### src/rtl/pri_vec_decoder.sv
// Purpose : rebuilds a 16-bit request vector from a stream of 8-bit priority-encoder words, OR-accumulated per frame.
// Latency : closing word accepted at edge N -> out_valid and final vec_out visible after edge N.
// Backpr. : in_ready low while a result is held; result held stable until out_valid && out_ready (1-cycle bubble per frame).
//
// Ports:
//   clk, rst                     clock, async active-high reset
//   code_in/in_valid/in_last     encoded word stream (index, EMPTY_CODE, or illegal)
//   acc_en                       1 = accumulate until in_last, 0 = each word is its own frame
//   in_ready                     word can be accepted this cycle
//   vec_out/cnt_out/err_out/dup_out, out_valid/out_ready   frame result handshake
module pri_vec_decoder #(
  parameter int         IDX_W      = 4,
  parameter logic [7:0] EMPTY_CODE = 8'hF0,
  parameter int         CNT_W      = 5
) (
  input  logic                    clk,
  input  logic                    rst,
  input  logic [7:0]              code_in,
  input  logic                    in_valid,
  input  logic                    in_last,
  output logic                    in_ready,
  input  logic                    acc_en,
  output logic [(2**IDX_W)-1:0]   vec_out,
  output logic [CNT_W-1:0]        cnt_out,
  output logic                    err_out,
  output logic                    dup_out,
  output logic                    out_valid,
  input  logic                    out_ready
);

  localparam int VEC_W = 2**IDX_W;

  typedef enum logic [1:0] {
    IDLE  = 2'd0,
    ACCUM = 2'd1,
    HOLD  = 2'd2
  } state_t;

  state_t             state_q, state_d;
  logic [VEC_W-1:0]   acc_q, acc_d;
  logic [CNT_W-1:0]   cnt_q, cnt_d;
  logic               err_q, err_d;
  logic               dup_q, dup_d;

  logic               accept;
  logic               code_is_idx;
  logic [IDX_W-1:0]   idx;

  // in_ready depends only on registered state (and reset), never on in_valid.
  assign in_ready    = (state_q != HOLD) && !rst;
  assign accept      = in_valid && in_ready;
  // A legal index has all bits above the index field clear.
  assign code_is_idx = (code_in[7:IDX_W] == '0);
  assign idx         = code_in[IDX_W-1:0];

  always_comb begin
    state_d = state_q;
    acc_d   = acc_q;
    cnt_d   = cnt_q;
    err_d   = err_q;
    dup_d   = dup_q;

    case (state_q)
      IDLE, ACCUM: begin
        if (accept) begin
          if (code_is_idx) begin
            if (acc_q[idx]) dup_d = 1'b1;
            acc_d[idx] = 1'b1;
          end else if (code_in != EMPTY_CODE) begin
            err_d = 1'b1;
          end
          // Saturate rather than wrap so long frames still report "many".
          if (cnt_q != '1) cnt_d = cnt_q + 1'b1;
          state_d = (in_last || !acc_en) ? HOLD : ACCUM;
        end
      end
      HOLD: begin
        if (out_ready) begin
          state_d = IDLE;
          acc_d   = '0;
          cnt_d   = '0;
          err_d   = 1'b0;
          dup_d   = 1'b0;
        end
      end
      default: state_d = IDLE;
    endcase
  end

  always_ff @(posedge clk or posedge rst) begin
    if (rst) begin
      state_q <= IDLE;
      acc_q   <= '0;
      cnt_q   <= '0;
      err_q   <= 1'b0;
      dup_q   <= 1'b0;
    end else begin
      state_q <= state_d;
      acc_q   <= acc_d;
      cnt_q   <= cnt_d;
      err_q   <= err_d;
      dup_q   <= dup_d;
    end
  end

  // Outside HOLD the vector output simply shows the running accumulator.
  assign vec_out   = acc_q;
  assign cnt_out   = cnt_q;
  assign err_out   = err_q;
  assign dup_out   = dup_q;
  assign out_valid = (state_q == HOLD);

endmodule
### config.mk
export PLATFORM = sky130hd
export DESIGN_NAME = pri_vec_decoder
export DESIGN_NICKNAME = d
export VERILOG_FILES = /design/src/rtl/pri_vec_decoder.sv
export SDC_FILE = /design/constraint.sdc
export NUM_CORES = 1
export LEC_CHECK = 0
export ABC_AREA = 1
export CAP_MARGIN = 20
export CORE_UTILIZATION = 45
export CTS_BUF_LIST = sky130_fd_sc_hd__clkbuf_8
export DETAILED_ROUTE_END_ITERATION = 10
export GPL_ROUTABILITY_DRIVEN = 0
export PLACE_DENSITY = 0.83
export SKIP_CTS_REPAIR_TIMING = 1
export SLEW_MARGIN = 0
export SYNTH_ARGS = -nofsm -noshare
export SYNTH_HDL_FRONTEND = slang
export SYNTH_SLANG_ARGS = --single-unit
### constraint.sdc
create_clock -name clk -period 1.99 [get_ports clk]
set_clock_uncertainty 0.05 [all_clocks]
set_input_delay 0.199 -clock clk [delete_from_list [all_inputs] [get_ports clk]]
set_output_delay 0.199 -clock clk [all_outputs]
set_load 0.03 [all_outputs]
==> results of run 1 <==
-- layout by cell type (no fill, tap or decap), types with 2 or more instances in the layout --
master,synthesis,layout
nor3_1,6,6
dfrtp_1,25,25
o21a_1,4,4
ha_1,2,2
nand3_1,11,11
o21ai_1,2,2
o21ai_0,4,4
nand2_1,63,63
nand2_4,4,4
buf_4,1,3
inv_1,32,33
a21oi_1,14,14
clkbuf_8,0,3
nor2_4,2,2
clkdlybuf4s50_1,0,38
nor2_1,13,13
-- logic make-up (layout without fill, tap and decap cells) --
| group | after synthesis | in the layout |
|---|---|---|
| and+or+nand+nor | 101 | 101 |
| buffers and inverters | 38 | 79 |
| AOI/OAI and AO/OA | 27 | 27 |
| DFF | 25 | 25 |
| adders and majority gates | 2 | 2 |
| muxes | 1 | 1 |
-- power by group through the flow --
| stage | Combinational, mW | Sequential, mW | Clock [mW] |
|---|---|---|---|
| after floorplan | 0.232 | 0.847 | 0 |
| after global placement | 0.653 | 0.684 | 0 |
| after detailed placement | 0.662 | 0.685 | 0 |
| after CTS | 0.664 | 0.676 | 0.301 |
| after global routing | 0.723 | 0.692 | 0.326 |
| final | 0.659 | 0.677 | 0.301 |
-- worst max path at each step --
stage	depth (start not counted)	endpoint	from	slack [ps]
after global routing	4	in_ready	state_q[1]	40
after CTS	4	in_ready	state_q[1]	150
final	4	in_ready	state_q[1]	160
after floorplan	9	cnt_out[3]	cnt_out[0]	400
after detailed placement	11	dup_out	code_in[0]	320
after global placement	3	in_ready	rst	330
-- cells in the mapped netlist, types with 2 or more instances --
cell and n:
o21a_1 4, ha_1 2, dfrtp_1 25, nor2_1 13
nand3_1 11, inv_1 32, nand2_1 63, nor3_1 6
nand2_4 4, o21ai_1 2, o21ai_0 4, nor2_4 2
a21oi_1 14
-- through the flow --
step / instances / power, mW / setup slack [ps] / hold WS, ps / area [sq um]
2_1_floorplan: 194 / 1.079 / 400.7 / 176.3 / 1433
3_3_place_gp: 275 / 1.337 / 328.8 / 430.6 / 1852
3_5_place_dp: 275 / 1.346 / 317.7 / 432.8 / 1852
4_1_cts: 279 / 1.642 / 147.6 / 289.1 / 1897
5_1_grt: 279 / 1.740 / 41.34 / 338.3 / 1897
6_report: 279 / 1.637 / 160.7 / 276.4 / 1897
-- worst reg2reg max path: stages, from the launching register on --
cell     delay (ps)
dfrtp_1         430
ha_1            230
nand2_1          80
nor2_1           50
ha_1            170
nand2_1         100
nand2_4          80
o21ai_0         150
nand2_1          70
nor2_1           90
-- registers in the layout, summed over array words and instances (netlist names) --
signal and cells:
cnt_out 5, dup_out 1, err_out 1, state_q 2, vec_out 16
-- area by class of cell --
class                           count  area [sq um]
Fill cell                         270          1131
Tap cell                           44         55.05
Sequential cell                    25         625.6
Clock inverter                      1         3.754
Multi-Input combinational cell    131         635.6
Timing Repair Buffer               41         402.9
Inverter                           34         132.6
Clock buffer                        3         41.29
-- routing by layer --
layer  vias up  GRT usage [%]  part of all wire [%]
met5         -              0                     0
li1        680              -                     -
met2        39          37.11                    49
met4         0          8.503                   1.0
met1       614          25.57                    45
met3         5          5.495                   5.7
==> summary.md, run 1 <==
| Metric | Value |
|---|---|
| Post-layout util | a little over three fifths |
| Wirelength, routed | just over 3000 um |
| Die X | between 50 and 60 um |
| XOR/XNOR Fraction of Synth Area | 0% |
| Fin Setup TNS | 0 ps |
| CP max stage delay | between 600 and 700 ps |
| Dpl hpwl | about 2300 um |
| Area grow syn2layout | 32.40% |
| Syn_area_per_cell | approximately 7.4 sq um |
| Rel. slew slack | between 70% and 80% |
| Internal power | 1.005 mW |
| Leak | 0.9529 nW |
| NetSw | roughly 0.63 mW |
| TritonCTS clock tree | built |
| Worst r2r src | cnt_out[0] |
| Synthesized net count | 210 |
| Global Route Usage Sum | approximately 21% |
| Status | complete, no violations |
| Crit-path cells | inv_2 > nor2_4 > nor2_1 > clkdlybuf4s50_1 |
| First-pass GRT wire length | approximately 5500 um |
| Time the worst path needs with I/O delays and setup | ~1800 ps |
| Share of total power in combinational logic | 40.3% |
| R2R cell count | 9 |
| Sequential fraction of the synthesis area | between 40% and 50% |
| Final Max Tran Viols | 0 |
| Ys async rst share | between 90% and 100% |
| Worst-path fanout max | 6 |
| CTS root buffer | clkbuf_8 |
| Antenna diodes | 0 |
| HP Class | input port to asynchronous set/reset pin |
| Post-synth cell types | 25 |
| Worst path arrival time | between 1500 and 2000 ps |
| Combinational family with the most area after synthesis | simple AND/OR/NAND/NOR gates |
| TritonCTS Buffers | 3 |
| Seq cells post-synth | 25 |
| Worst skew pair latency | ~270 ps |
| Drt drc | 0 |
| Peak VDD IR | about 0.00073 V |
| Via/cell ratio | 4.796 |
| CP Data Required Time | between 1500 and 2000 ps |
| Synth area leader | dfrtp_1 |
| Via count | approximately 1,300 |
| Synth Area in Adders | between 1.5 and 2% |
| Largest net degree at the start of global routing | 26 |
| Vias in the first global route | approximately 1,300 |
| Synth Area in Compound Gates | between 10% and 20% |
| Grt total ovfl | 0 |
| H-Tree Depth | 1 |
| Max frequency | between 500 and 600 MHz |
| Post-Synth Simple-Gate Area | 31.44% |
| Crit Path Category | flop to output port |
| Worst Setup Start Kind | flop |
| Sequential power share | 41.4% |
| CTS Sinks | 25 |
| Crit-path slowest cell | clkdlybuf4s50_1 |
| Initial Util | 47.31% |
| WL/cell | roughly 11 um |
| Critical R2R Capture | cnt_out[3] |
| Initial antenna violation count | 0 |
| RSZ-0062 raised after global routing | no |
| Clock tree buffer depth | 2 |
| Critical Path Sink Type | output port |
| Final hold vios | 0 |
| Io pins | 39 |
| Core area | ~0.003 sq mm |
| Post-synth top area share | between 40 and 50% |
| Clock power share | between 10% and 20% |
| Dominant delay contributor by cell family on the critical path | buffers and inverters |
| DRT Pass-1 Iters | 5 |
| Die Ht | ~60 um |
| Mux contribution to synthesized area | less than 1% |
| Clock Pin Slew Worst Setup and Hold Paths | about 80 ps |
| Area contributors post-synth | dfrtp_1, nand2_1, inv_1 |
| Cell Pwr Density | 863.0 mW/mm^2 |
| Port Buffer Count | 38 |
| Number of synthesized flops with an enable pin | 0 |
| Routed Antenna Nets | 0 |
| Row cnt | 20 |
| Worst-margin pin slew | 406.1 ps |
| Switching share of power | approximately two fifths |
| Nets | about 250 |
| Final period utilization | about nine tenths |
| Max-Cap Viols | 0 |
| Endpoints failing setup | 0 |
| Syn. warnings | 0 |
| DR iter-0 viols | 26 |
| Die area | ~0.0034 sq mm |
| Most common flop cell mapped by yosys | dfrtp_1 |
| Post-Syn Area | 0.001433 sq mm |
| Critical path buffer and inverter count | 2 |
| Mapped Cells | just under 200 |
| R2R setup slack | between 400 and 500 ps |
| Proportion of layout cells with a drive suffix above 1 | 6.383% |
No activity file was read; power rests on OpenSTA's default activity.
==> run 2: changes to the inputs <==
- CTS_CLUSTER_SIZE: unset -> 8
==> results of run 2 <==
No change in the layout: final DEF, timing and power equal those of run 1.
